### src/rtl/uart_rx_param.sv
// UART receive engine: two-flop line synchroniser, false-start rejection,
// mid-bit sampling of a configurable frame, and a valid/ready holding
// register that reports parity, framing and overrun conditions.
//
// state     | meaning
// ----------+----------------------------------------------------------
// S_IDLE    | line idle, waiting for a 1->0 transition on the synced line
// S_START   | counting to the middle of the start bit; high there = glitch
// S_DATA    | shifting in DATA_BITS samples, LSB first
// S_PARITY  | sampling the parity bit (skipped when PARITY = 0)
// S_STOP    | sampling STOP_BITS stop bits; any low marks a framing error
// S_DELIVER | one cycle: hand the frame to the holding register or drop it
module uart_rx_param #(
   parameter int CLK_FREQ  = 50_000_000,
   parameter int BAUD      = 9600,
   parameter int DATA_BITS = 8,
   parameter int PARITY    = 0,
   parameter int STOP_BITS = 1
) (
   input  logic                 clk,
   input  logic                 rst,
   input  logic                 rx_in,
   output logic [DATA_BITS-1:0] rx_data,
   output logic                 rx_valid,
   input  logic                 rx_ready,
   output logic                 parity_err,
   output logic                 frame_err,
   output logic                 overrun,
   output logic                 busy
);

   localparam int BIT_CNT = CLK_FREQ / BAUD;
   localparam int HALF    = BIT_CNT / 2;
   localparam int CNT_W   = $clog2(BIT_CNT);

   // The counter wraps at CNT_LAST; loading CNT_LOAD on start detect makes
   // the first wrap (the start-bit sample) land HALF cycles later.
   localparam logic [CNT_W-1:0] CNT_LAST  = CNT_W'(BIT_CNT - 1);
   localparam logic [CNT_W-1:0] CNT_LOAD  = CNT_W'(BIT_CNT - HALF);
   localparam logic [2:0]       LAST_BIT  = 3'(DATA_BITS - 1);
   localparam logic             LAST_STOP = 1'(STOP_BITS - 1);

   typedef enum logic [2:0] {
      S_IDLE,
      S_START,
      S_DATA,
      S_PARITY,
      S_STOP,
      S_DELIVER
   } state_t;

   state_t                 state;
   state_t                 state_nx;

   logic                   s1;
   logic                   s2;
   logic                   prev;
   logic [CNT_W-1:0]       cnt;
   logic [2:0]             bit_idx;
   logic                   stop_idx;
   logic [DATA_BITS-1:0]   shift_reg;
   logic                   perr_q;
   logic                   ferr_q;

   logic                   tick;
   logic                   start_det;
   logic                   par_xor;
   logic                   par_bad;

   assign tick      = (cnt == CNT_LAST);
   assign start_det = prev & ~s2;
   assign busy      = (state != S_IDLE);

   // Parity over the shifted-in word plus the received parity bit;
   // even parity expects the total to be 0, odd parity expects 1.
   assign par_xor = (^shift_reg) ^ s2;
   assign par_bad = (PARITY == 1) ? par_xor : ~par_xor;

   // Two-flop synchroniser and one-cycle history for edge detection.
   always_ff @(posedge clk) begin
      if (rst) begin
         s1   <= 1'b1;
         s2   <= 1'b1;
         prev <= 1'b0;
      end else begin
         s1   <= rx_in;
         s2   <= s1;
         prev <= s2;
      end
   end

   // FSM state register.
   always_ff @(posedge clk) begin
      if (rst) begin
         state <= S_IDLE;
      end else begin
         state <= state_nx;
      end
   end

   // FSM next-state logic; every transition except IDLE->START and
   // DELIVER->IDLE happens on a sample tick.
   always_comb begin
      state_nx = state;
      case (state)
         S_IDLE: begin
            if (start_det) state_nx = S_START;
         end
         S_START: begin
            if (tick) state_nx = s2 ? S_IDLE : S_DATA;
         end
         S_DATA: begin
            if (tick && (bit_idx == LAST_BIT))
               state_nx = (PARITY != 0) ? S_PARITY : S_STOP;
         end
         S_PARITY: begin
            if (tick) state_nx = S_STOP;
         end
         S_STOP: begin
            if (tick && (stop_idx == LAST_STOP)) state_nx = S_DELIVER;
         end
         S_DELIVER: begin
            state_nx = S_IDLE;
         end
         default: begin
            state_nx = S_IDLE;
         end
      endcase
   end

   // Bit-period counter: parked at 0 in IDLE, preloaded on start detect,
   // free-running with wrap while a frame is in progress.
   always_ff @(posedge clk) begin
      if (rst) begin
         cnt <= '0;
      end else if (state == S_IDLE) begin
         cnt <= start_det ? CNT_LOAD : '0;
      end else if (tick) begin
         cnt <= '0;
      end else begin
         cnt <= cnt + 1'b1;
      end
   end

   // Frame assembly: data shift register, bit/stop indices and the
   // per-frame error flags, all cleared while idle.
   always_ff @(posedge clk) begin
      if (rst) begin
         bit_idx   <= '0;
         stop_idx  <= 1'b0;
         shift_reg <= '0;
         perr_q    <= 1'b0;
         ferr_q    <= 1'b0;
      end else begin
         case (state)
            S_IDLE: begin
               bit_idx  <= '0;
               stop_idx <= 1'b0;
               perr_q   <= 1'b0;
               ferr_q   <= 1'b0;
            end
            S_DATA: begin
               if (tick) begin
                  shift_reg <= {s2, shift_reg[DATA_BITS-1:1]};
                  bit_idx   <= bit_idx + 3'd1;
               end
            end
            S_PARITY: begin
               if (tick) perr_q <= par_bad;
            end
            S_STOP: begin
               if (tick) begin
                  if (!s2) ferr_q <= 1'b1;
                  stop_idx <= stop_idx + 1'b1;
               end
            end
            default: begin
            end
         endcase
      end
   end

   // Holding register: a frame is accepted when the register is empty or
   // being emptied in the same cycle, otherwise it is dropped and flagged.
   always_ff @(posedge clk) begin
      if (rst) begin
         rx_data    <= '0;
         rx_valid   <= 1'b0;
         parity_err <= 1'b0;
         frame_err  <= 1'b0;
         overrun    <= 1'b0;
      end else begin
         overrun <= 1'b0;
         if (state == S_DELIVER) begin
            if (!rx_valid || rx_ready) begin
               rx_data    <= shift_reg;
               parity_err <= perr_q;
               frame_err  <= ferr_q;
               rx_valid   <= 1'b1;
            end else begin
               overrun <= 1'b1;
            end
         end else if (rx_valid && rx_ready) begin
            rx_valid <= 1'b0;
         end
      end
   end

endmodule
### config.mk
export PLATFORM = sky130hd
export DESIGN_NAME = uart_rx_param
export DESIGN_NICKNAME = d
export VERILOG_FILES = /design/src/rtl/uart_rx_param.sv
export SDC_FILE = /design/constraint.sdc
export NUM_CORES = 1
export LEC_CHECK = 0
export ABC_AREA = 1
export BUFFER_PORTS_ARGS = -buffer_cell sky130_fd_sc_hd__buf_2
export CAP_MARGIN = 25
export CORE_MARGIN = 5
export CORE_UTILIZATION = 40
export DETAILED_ROUTE_END_ITERATION = 8
export PLACE_DENSITY = 0.65
export SYNTH_ARGS = -nofsm -noshare
export SYNTH_HDL_FRONTEND = slang
export SYNTH_SLANG_ARGS = --single-unit
### constraint.sdc
create_clock -name clk -period 4.1 [get_ports clk]
set_input_delay 0 -clock clk [delete_from_list [all_inputs] [get_ports clk]]
set_output_delay 0 -clock clk [all_outputs]
set_load 0.02 [all_outputs]
==> flow_summary_export.csv <==
group,metric,value,unit
grt,first_global_vias,1654,
placement,dp_slack,2.41,ns
grt,met1_usage,0.152,
synthesis,ys_ff_latch,45,
min_path,min-delay-path-class,"in -> reg",
synthesis,yosysTopAreaCell,"dfxtp_1",
timing,clock.fmax,523,MHz
grt,grt_pass1_wl,7130,um
cts,ctsLongestPathBuffers,2,
drt,wl_per_cell,10.3,um
setup_path,cp_slowest_cell,"inv_1",
setup_path,r2r_setup_slack,2.43,ns
drt,viasPerCell,4.64,
synthesis,synth_area,2130,um^2
cts,cts_hold_buffers,2,
setup_path,crit_arrival,2.14,ns
timing,fin_ws,2.19,ns
synthesis,seq_area_frac_synth,0.424,
setup_path,cp-start-kind,"input port",
synthesis,yosys_warnings,0,
setup_path,crit_fanout,27,
grt,grt_start_max_net_pins,28,
drt,route.detailed.drc,0,
cts,clkTransAtPathRegs,0.09,ns
grt,grt-ovfl-total,0,
synthesis,syn_inst,290,
floorplanning,core_region_area,5140,um^2
timing,fin_hold_ws,0.00594,ns
placement,place_hpwl,2900,um
floorplanning,rows,26,
layout,nets,316,
timing,clock-skew-final,0.0110,ns
drt,ant_nets,0,
power_and_ir_drop,ir_drop,0.000166,V
placement,io_buffers,16,
layout,area_growth,10.9,%
synthesis,synth_top_area_frac,0.424,
floorplanning,ios,17,
cts,cts_setup_buffers,0,
status,outcome,"finished, final reports clean",
timing,period_share,0.467,
power_and_ir_drop,power_leakage,1.01,nW
floorplanning,die_w,82.9,um
timing,maxSlewViolCount,0,
setup_path,critPathRequiredTime,4.33,ns
floorplanning,dieArea,6880,um^2
grt,antenna_found_initial,0,
placement,place_congestion,0.886,
synthesis,synth.area.top_cells,"dfxtp_1, nand2_1, nor2_1, a21oi_1, o21ai_1",
timing,hold_viol,0,
setup_path,max_stage_delay,0.54,ns
floorplanning,fp.dieH,82.9,um
cts,cts.sinks,45,
cts,h-tree-depth,2,
setup_path,path_class,"in -> reg",
drt,dr.pass1.iters,4,
synthesis,synth_cell_types,33,
timing,tightest_slew,0.722,ns
cts,cts_root_buffer,"clkbuf_8",
cts,cts_resized,0,
drt,first_iter_violations,64,
grt,grt_use_total,0.122,
layout,drive_gt1_frac,0.194,
timing,setup_viol,0,
cts,insertion_delay,0.30,ns
drt,wirelength,3910,um
grt,top_usage_layer,"met2",
floorplanning,start_util,0.414,
setup_path,worstSetupEndpointType,"flip-flop",
flow_run,cap_violations,0,
drt,num_vias,1763,
layout,largest_register_ffs,13,
timing,fin_setup_tns,0,ns
cts,numCtsBuffers,5,
power_and_ir_drop,pwr_density_cell,313,nW/um^2
timing,final.min_clock_period,1.91,ns
grt,met3_usage,0.0347,
timing,relSlewSlack,0.518,
cts,cts_tree,"yes",
layout,antenna_cells,0,
power_and_ir_drop,power.total,0.739,mW
setup_path,path_cells,"dlygate4sd3_1 > buf_2 > inv_1 > nand3_1 > inv_2 > nand2_1 > o21ai_1",
synthesis,syn_nets,297,
layout,layout_commonest_cell,"nand2_1",
timing,grt_setup_unrepaired,"no",
synthesis,avgSynthCellArea,7.33,um^2
layout,layout_common_cells,"nand2_1, dfxtp_1, nor2_1",
grt,use_met2,0.201,
==> critical path: cells and delay by family <==
family / cells / cell delay [ns]
AOI/OAI and AO/OA: 1 / 0.11
and+or+nand+nor: 2 / 0.59
buffers and inverters: 4 / 1.43
==> through the flow <==
| step | instance area [um^2] | std cells | util |
|---|---|---|---|
| after floorplan | 2130 | 290 | - |
| after global routing | 2360 | 380 | 0.459 |
| final | 2360 | 380 | 0.459 |
| after global placement | 2250 | 370 | 0.438 |
| after detailed placement | 2250 | 370 | 0.438 |
| after CTS | 2360 | 380 | 0.459 |
==> power by group <==
group          switching [mW]  leakage [nW]  internal (mW)  total (mW)
Sequential            0.00295         0.364          0.440       0.443
Combinational          0.0192         0.610        0.00938      0.0286
Clock                   0.147        0.0374          0.120       0.267
==> path summary, 6_finish.rpt <==
path / to / depth (start not counted) / from
setup / recovery: cnt[5] / 7 / rst
hold / removal: overrun / 4 / rx_ready
hold reg to reg: s2 / 1 / s1
setup reg to reg: shift_reg[7] / 7 / cnt[0]
==> logic make-up (layout without fill, tap and decap cells) <==
| logic type | Yosys count | after routing | share of synthesized area |
|---|---|---|---|
| DFF | 45 | 45 | 0.424 |
| adders and majority gates | 3 | 3 | 0.0176 |
| and+or+nand+nor | 146 | 146 | 0.329 |
| xor gates and xnor gates | 6 | 6 | 0.0247 |
| AOI/OAI and AO/OA | 50 | 50 | 0.125 |
| buffers and inverters | 40 | 60 | 0.0800 |
==> metal layers <==
metal / up-vias / share of wire
li1: 962 / -
met1: 778 / 0.51
met2: 17 / 0.44
met3: 6 / 0.031
met4: 0 / 0.014
met5: - / 0
==> synthesized netlist by cell type <==
cell type	n
nor3_2	1
clkbuf_1	2
or2_1	1
nor3_1	4
nand2_4	2
nand2_2	3
nor2_4	3
nor2_1	39
xnor2_1	3
dfxtp_1	45
buf_6	2
a21oi_1	21
a21oi_2	1
nand4_1	4
xor2_1	3
nor2_8	1
or2_0	1
a21o_1	1
ha_1	3
nand3_1	17
o21ai_0	5
or2_2	2
clkinv_1	1
nand3_2	3
nand2_1	57
buf_2	1
inv_1	21
buf_4	1
nor2_2	8
o21ai_1	20
o21bai_1	1
a21boi_2	1
inv_2	12
==> cell type report <==
type | count | area [um^2]
fillers | 561 | 2780
multi-input cells | 205 | 1060
flip-flops and latches | 45 | 901
inverters | 34 | 128
repair buffers | 18 | 100
well taps | 70 | 87.6
clock buffers | 6 | 72.6
clock inverters | 2 | 15.0
No activity file was read; power rests on OpenSTA's default activity.
